## src/rtl/cam_frame_writer_pkg.sv

```systemverilog
// rtl/cam_frame_writer_pkg.sv - shared state encoding, pixel bit positions and screen defaults
package cam_frame_writer_pkg;

    typedef enum logic [1:0] {
        IDLE,
        WAIT_FRAME,
        BYTE1,
        BYTE2
    } state_t;

    localparam int CAM_SCREEN_X_DEFAULT = 160;
    localparam int CAM_SCREEN_Y_DEFAULT = 120;

    // RGB111 output positions
    localparam int RGB111_R = 2;
    localparam int RGB111_G = 1;
    localparam int RGB111_B = 0;

    // MSB of each RGB565 field within the first (hi) and second (lo) byte
    localparam int HI_R_MSB = 7;
    localparam int HI_G_MSB = 2;
    localparam int LO_B_MSB = 4;

endpackage

```

## src/rtl/cam_frame_writer_sync_edge.sv

```systemverilog
// rtl/cam_frame_writer_sync_edge.sv - 2-flop synchronizer with rise/fall detect
module sync_edge (
    input  logic clk,
    input  logic rst,
    input  logic d,
    output logic rise,
    output logic fall
);

    logic s1, s2, s3;

    always_ff @(posedge clk or posedge rst) begin
        if (rst) begin
            s1 <= 1'b0;
            s2 <= 1'b0;
            s3 <= 1'b0;
        end else begin
            s1 <= d;
            s2 <= s1;
            s3 <= s2;
        end
    end

    assign rise = s2 & ~s3;
    assign fall = ~s2 & s3;

endmodule

```

## src/rtl/cam_frame_writer.sv

```systemverilog
// rtl/cam_frame_writer.sv - camera RGB565 capture, RGB111 reduction and frame buffer writes
module cam_frame_writer
    import cam_frame_writer_pkg::*;
#(
    parameter int AW           = 15,
    parameter int DW           = 3,
    parameter int CAM_SCREEN_X = CAM_SCREEN_X_DEFAULT,
    parameter int CAM_SCREEN_Y = CAM_SCREEN_Y_DEFAULT
) (
    input  logic          clk,
    input  logic          rst,
    input  logic          pclk,
    input  logic          vsync,
    input  logic          href,
    input  logic [7:0]    px_data,
    input  logic          init,
    output logic [AW-1:0] DP_RAM_addr_in,
    output logic [DW-1:0] DP_RAM_data_in,
    output logic          DP_RAM_regW,
    output logic          frame_done
);

    localparam logic [AW-1:0] LAST_ADDR = AW'(CAM_SCREEN_X * CAM_SCREEN_Y - 1);

    logic       pclk_rise, pclk_fall_unused;
    logic       vsync_rise, vsync_fall;
    logic       href_s1, href_s;
    logic [7:0] px_s1, px_s;
    logic [7:0] hi;
    logic       full;
    state_t     state;
    logic [DW-1:0] pixel;
    logic       unused_px_bits;

    sync_edge u_pclk_sync (
        .clk  (clk),
        .rst  (rst),
        .d    (pclk),
        .rise (pclk_rise),
        .fall (pclk_fall_unused)
    );

    sync_edge u_vsync_sync (
        .clk  (clk),
        .rst  (rst),
        .d    (vsync),
        .rise (vsync_rise),
        .fall (vsync_fall)
    );

    // Same depth as the pclk path so data and its strobe stay aligned
    always_ff @(posedge clk or posedge rst) begin
        if (rst) begin
            href_s1 <= 1'b0;
            href_s  <= 1'b0;
            px_s1   <= '0;
            px_s    <= '0;
        end else begin
            href_s1 <= href;
            href_s  <= href_s1;
            px_s1   <= px_data;
            px_s    <= px_s1;
        end
    end

    always_comb begin
        pixel           = '0;
        pixel[RGB111_R] = hi[HI_R_MSB];
        pixel[RGB111_G] = hi[HI_G_MSB];
        pixel[RGB111_B] = px_s[LO_B_MSB];
    end

    assign unused_px_bits = ^{hi, px_s};

    always_ff @(posedge clk or posedge rst) begin
        if (rst) begin
            state          <= IDLE;
            hi             <= '0;
            full           <= 1'b0;
            DP_RAM_addr_in <= '0;
            DP_RAM_data_in <= '0;
            DP_RAM_regW    <= 1'b0;
            frame_done     <= 1'b0;
        end else begin
            DP_RAM_regW <= 1'b0;
            frame_done  <= 1'b0;

            // Advance after the write cycle; the last address saturates
            if (DP_RAM_regW) begin
                if (DP_RAM_addr_in == LAST_ADDR)
                    full <= 1'b1;
                else
                    DP_RAM_addr_in <= DP_RAM_addr_in + 1'b1;
            end

            case (state)
                IDLE: begin
                    if (init)
                        state <= WAIT_FRAME;
                end
                WAIT_FRAME: begin
                    if (vsync_fall) begin
                        DP_RAM_addr_in <= '0;
                        full           <= 1'b0;
                        state          <= BYTE1;
                    end
                end
                BYTE1: begin
                    if (vsync_rise) begin
                        frame_done <= 1'b1;
                        state      <= init ? WAIT_FRAME : IDLE;
                    end else if (pclk_rise && href_s) begin
                        hi    <= px_s;
                        state <= BYTE2;
                    end
                end
                BYTE2: begin
                    if (vsync_rise) begin
                        frame_done <= 1'b1;
                        state      <= init ? WAIT_FRAME : IDLE;
                    end else if (!href_s) begin
                        state <= BYTE1;
                    end else if (pclk_rise) begin
                        if (!full) begin
                            DP_RAM_regW    <= 1'b1;
                            DP_RAM_data_in <= pixel;
                        end
                        state <= BYTE1;
                    end
                end
                default: state <= IDLE;
            endcase
        end
    end

endmodule

```

## config.mk

```make
export PLATFORM = sky130hd
export DESIGN_NAME = cam_frame_writer
export DESIGN_NICKNAME = d
export VERILOG_FILES = /design/src/rtl/cam_frame_writer_pkg.sv /design/src/rtl/cam_frame_writer_sync_edge.sv /design/src/rtl/cam_frame_writer.sv
export SDC_FILE = /design/constraint.sdc
export NUM_CORES = 1
export LEC_CHECK = 0
export CAP_MARGIN = 15
export CORE_MARGIN = 3
export CORE_UTILIZATION = 35
export CTS_CLUSTER_SIZE = 12
export DETAILED_ROUTE_END_ITERATION = 16
export SYNTH_ARGS = -nofsm -noshare
export SYNTH_HDL_FRONTEND = slang
export SYNTH_SLANG_ARGS = --single-unit
```

## constraint.sdc

```tcl
create_clock -name clk -period 1.9 [get_ports clk]
set_clock_uncertainty 0.1 [all_clocks]
set_input_delay 0.57 -clock clk [delete_from_list [all_inputs] [get_ports clk]]
set_output_delay 0.57 -clock clk [all_outputs]
set_load 0.01 [all_outputs]
```

Word-level counts from Yosys, hierarchy flattened
Index checks and enable logic that the tools add are counted.
W data, S select, Z words.
{"block": "op_classes", "add_sub_neg": 1, "n_bitwise": 8, "n_eq_ne": 8, "n_reduce_logical": 6, "mux": 24}
{"operator": "$mux W15", "count": 4}
{"operator": "$add A15 B1 Y15 const B", "count": 1}
{"operator": "$eq A15 B15 Y1 const B", "count": 1}
{"operator": "$mux W2", "count": 7}
{"operator": "$mux W1", "count": 12}
{"operator": "$pmux W2 S4", "count": 1}
{"operator": "$not A1 Y1", "count": 5}
{"operator": "$reduce_and A5 Y1", "count": 1}
{"operator": "$eq A2 B2 Y1 const B", "count": 2}
{"operator": "$ne A4 B3 Y1 const B", "count": 1}
{"operator": "$reduce_and A4 Y1", "count": 1}
{"operator": "$and A1 B1 Y1", "count": 3}
{"operator": "$ne A3 B2 Y1 const B", "count": 1}
{"operator": "$reduce_and A3 Y1", "count": 1}
{"operator": "$eq A2 B1 Y1 const B", "count": 1}
{"operator": "$logic_not A2 Y1", "count": 1}
{"operator": "$ne A2 B1 Y1 const B", "count": 1}
{"operator": "$ne A2 B2 Y1 const B", "count": 1}
{"operator": "$reduce_or A2 Y1", "count": 1}
{"operator": "$logic_and A1 B1 Y1", "count": 1}
{"block": "totals", "output_inout_bits": 20, "inputBits": 14, "reg_bits": 55}

Longest topological paths before layout
{"block": "depth", "depth_word": 6, "mapped_depth": 6}

By module
From an unflattened synthesis, not the netlist that was laid out.
{"block": "hier_totals", "hier_cells": 136, "area_unflattened_um2": 1630.3}
{"mod": "cam_frame_writer", "n_inst": 1, "cells_per_inst": 124, "seq_area_each_um2": 825.8, "area_each_um2": 1442.6}
{"mod": "sync_edge", "n_inst": 2, "cells_per_inst": 6, "seq_area_each_um2": 75.1, "area_each_um2": 93.8}

Worst setup path before layout
OpenSTA, ideal clock, no wires.
{"block": "synth_timing", "kind": "reg2reg", "startpoint": "reg DP_RAM_addr_in[8]", "endpoint": "reg DP_RAM_addr_in[0]", "setup_time_ns": 0.137, "period_less_slack_ns": 1.930, "path_slack_ns": -0.030, "t_required_ns": 1.663, "t_arrival_ns": 1.694, "path_stages_with_launch": 6, "cell_sequence": "dfrtp_1 or3b_4 o41ai_4 buf_6 xor2_1 nor2_1"}
{"block": "synth_between", "elab_chain_len": 5}
{"element": "start: declaration", "line_no": "cam_frame_writer.sv:17", "text": "output logic [AW-1:0] DP_RAM_addr_in,"}
{"element": "start signal: assignment", "line_no": "cam_frame_writer.sv:93", "text": "DP_RAM_addr_in <= DP_RAM_addr_in + 1'b1;"}
{"element": "$eq A15 B15 Y1 (*)", "line_no": "cam_frame_writer.sv:90", "text": "if (DP_RAM_addr_in == LAST_ADDR)"}
{"element": "$mux W15 (*)", "line_no": "cam_frame_writer.sv:90"}
{"element": "$mux W15 (*)", "line_no": "cam_frame_writer.sv:89", "text": "if (DP_RAM_regW) begin"}
{"element": "$mux W15", "line_no": "cam_frame_writer.sv:102", "text": "if (vsync_fall) begin"}
{"element": "$mux W15 (*)", "line_no": "cam_frame_writer.sv:96", "text": "case (state)"}
Every way passes the cells marked *; elsewhere a longest branch is shown, timed or not.
A chain may end at the register's enable or synchronous reset.

Worst setup path after layout
{"block": "layout_timing", "startpoint": "reg DP_RAM_addr_in[4]", "endpoint": "out DP_RAM_addr_in[4]"}
No word-level cell between the ends.

==> flow_metrics.env <==
export IMPL_outcome="complete, no violations"
export IMPL_fp_dieH_um=75.0
export IMPL_numPortBuffers=28
export IMPL_path_class="reg2out"
export IMPL_critPathTopFamily="buffers and inverters"
export IMPL_synth_area_sq_mm=0.00166
export IMPL_syn_inst=143
export IMPL_synthToLayoutAreaGrowth_pct=38.1
export IMPL_viasPerCell=5.39
export IMPL_grt_pass1_vias=1418
export IMPL_root_buffer="clkbuf_8"
export IMPL_dp_hpwl_um=2530
export IMPL_grt_use_met3=0.0401
export IMPL_fp_dieW_um=75.0
export IMPL_ios=34
export IMPL_dr_pass1_iters=4
export IMPL_synth_ff_type="dfrtp_1"
export IMPL_routedWlPerCell_um=14.1
export IMPL_holdBufCountCts=0
export IMPL_slowest_delay_ps=530
export IMPL_start_util=0.372
export IMPL_pre_cts_ws_ps=-14.3
export IMPL_cp_end_kind="primary output"
export IMPL_cp_slowest_cell="clkdlybuf4s50_1"
export IMPL_use_met2=0.257
export IMPL_finalWeightedCongestion=0.877
export IMPL_grt_busiest_layer="met2"
export IMPL_syn_area_per_cell_sq_um=11.6
export IMPL_grt_max_degree=40
export IMPL_grt_usage=0.145
export IMPL_row_count=24
export IMPL_cts_tree="done"
export IMPL_placedCellCount=239
export IMPL_power_density_mw_per_mm2=836
export IMPL_hold_path_class="reg2reg"
export IMPL_grt_pass1_wl_um=6150
export IMPL_use_met1=0.155
export IMPL_clk_path_buf_depth=2
export IMPL_hold_viol=0
export IMPL_placed_area_sq_mm=0.00216
export IMPL_clk_latency_ps=290
export IMPL_drc=0
export IMPL_antenna_cells=0
export IMPL_max_slew_margin=0.811
export IMPL_async_reset_ff_frac=1.00
export IMPL_n_fill_cell=409
export IMPL_worst_slew_pin_slew_ps=283
export IMPL_drv_slew=0
export IMPL_final_util=0.514
export IMPL_dieArea_sq_mm=0.00562
export IMPL_crit_buf_inv=1
export IMPL_synth_fp_nets=158
export IMPL_yosys_warnings=0
export IMPL_postLayoutCellArea_sq_mm=0.00230
export IMPL_htreeDepth=2
export IMPL_final_cells=252
export IMPL_cts_reportedPaths_clkPinSlew_ps=80
export IMPL_yosysSeqAreaShare=0.586
export IMPL_path_cells="clkdlybuf4s50_1"
export IMPL_worst_path_max_fanout=2
export IMPL_cp_data_arrival_time_ps=1180
export IMPL_max_freq_ghz=0.540
export IMPL_period_needed_ps=1850
export IMPL_synth_seq_cells=39
export IMPL_drt_wl_total_um=3560
export IMPL_drv_cap=0
export IMPL_drt_iter0_drc=77
export IMPL_globalRoute_totalOverflow=0
export IMPL_post_route_period_util=0.974
export IMPL_start_kind="flop"
export IMPL_ys_types=37
export IMPL_cts_buffers=5
export IMPL_fp_coreArea_sq_mm=0.00447
export IMPL_postRouteAntennaNets=0
export IMPL_final_setup_viol_count=0
export IMPL_p_leak_nw=1.08
export IMPL_antenna_found_initial=0
export IMPL_drive_gt1_frac=0.285
export IMPL_peakVddDrop_mv=0.462
export IMPL_synth_edf_count=0
export IMPL_cts_sinks=39
export IMPL_rsz0062_at_grt="false"
export IMPL_setup_ws_ps=48.8
export IMPL_nNetsFinal=214
export IMPL_critPathRequiredTime_ps=1230
export IMPL_dr_total_vias=1358
[logic make-up after synthesis]
family | share of synthesized area
xor gates and xnor gates | 0.0158
DFF | 0.586
buffers and inverters | 0.0308
muxes | 0.0338
AOI/OAI and AO/OA | 0.132
adders and majority gates | 0.0135
and+or+nand+nor | 0.188
[worst reg2reg max path, stage by stage (launching register included)]
cell and delay (ps):
dfrtp_1 390, or3b_4 430, o41ai_4 370, buf_6 200
xor2_1 160, nor2_1 50
[where the power goes]
part / switching, mW / total, mW / internal [mW] / leakage [nW]
combinational: 0.175 / 0.393 / 0.218 / 0.544
sequential: 0.0571 / 0.987 / 0.930 / 0.496
clock: 0.285 / 0.541 / 0.256 / 0.0412
total: 0.517 / 1.92 / 1.40 / 1.08
[worst paths after layout]
path                                         from                end  slack (ps)  depth (start not counted)
worst min register to register           px_s1[4]            px_s[4]         250                          0
worst max register to register  DP_RAM_addr_in[8]  DP_RAM_addr_in[0]          90                          5
worst min-delay path                     px_s1[4]            px_s[4]         250                          0
worst max-delay path            DP_RAM_addr_in[4]  DP_RAM_addr_in[4]          50                          1
max in group asynchronous                     rst  DP_RAM_addr_in[7]         970                          3
min in group asynchronous                     rst        DP_RAM_regW         530                          3
[cell usage after synthesis (all sizes together), types with 3 or more instances]
library cell,number,area [sq um]
nor3,3,20.0
nor2,8,30.0
and3,3,18.8
buf,3,21.3
o31ai,6,45.0
nand2,8,30.0
or3,4,25.0
dfrtp,39,976
mux2,5,56.3
o21ai,7,38.8
a21oi,10,68.8
nand4,3,18.8
xor2,3,26.3
inv,6,22.5
nand3,10,50.1
or4,6,45.0
[state kept, by name, indices dropped and copies added, names as in the netlist]
register         count
DP_RAM_addr_in      15
DP_RAM_data_in       3
px_s1                3
px_s                 3
hi                   2
state                2
DP_RAM_regW          1
frame_done           1
full                 1
href_s               1
href_s1              1
u_pclk_sync.s1       1
u_pclk_sync.s2       1
u_pclk_sync.s3       1
u_vsync_sync.s1      1
u_vsync_sync.s2      1
u_vsync_sync.s3      1
[layer usage]
metal / up-vias / part of all wire
li1: 633 / -
met1: 686 / 0.41
met2: 33 / 0.53
met3: 6 / 0.042
met4: 0 / 0.015
met5: - / 0
[stage by stage]
stage               hold WS (ps)  setup TNS [ps]  power, mW
floorplan                    231               0       1.19
global placement             233               0       1.39
detailed placement           237           -14.3       1.41
CTS                          254               0       1.96
global route                 267               0       2.04
finish                       250               0       1.92
[layout make-up]
| cell class | count | area (sq um) | area share |
|---|---|---|---|
| repair buffers | 54 | 483 | 0.210 |
| inverters | 6 | 22.5 | 0.00980 |
| clock inverters | 2 | 12.5 | 0.00544 |
| flip-flops and latches | 39 | 980 | 0.426 |
| well taps | 52 | 65.1 | 0.0283 |
| clock buffers | 6 | 72.6 | 0.0316 |
| multi-input cells | 93 | 663 | 0.289 |
[placed cells by master, fill, tap and decap left out, types with 2 or more instances in the layout]
master           count
dfrtp_1             36
o21ai_0              5
or4_4                2
or3_1                3
xor2_1               3
or4_1                4
mux2_2               5
a31oi_1              2
a21oi_2              5
inv_1                6
and3_1               3
nand3_1              9
clkdlybuf4s50_1     15
buf_4               24
dlygate4sd2_1       11
dfrtp_2              3
nor3_1               2
a21oi_1              5
dlymetal6s2s_1       2
nand4_1              3
o31ai_1              5
nor2_1               8
nand2_1              8
clkbuf_8             5
[what timing repair did]
item | in CTS | in global routing
buffers inserted | 7 | 0
pin swaps | 4 | 3
setup endpoints to repair | 18 | 10
gates resized for setup | 17 | 7
Power figures use the tool's default switching activity.
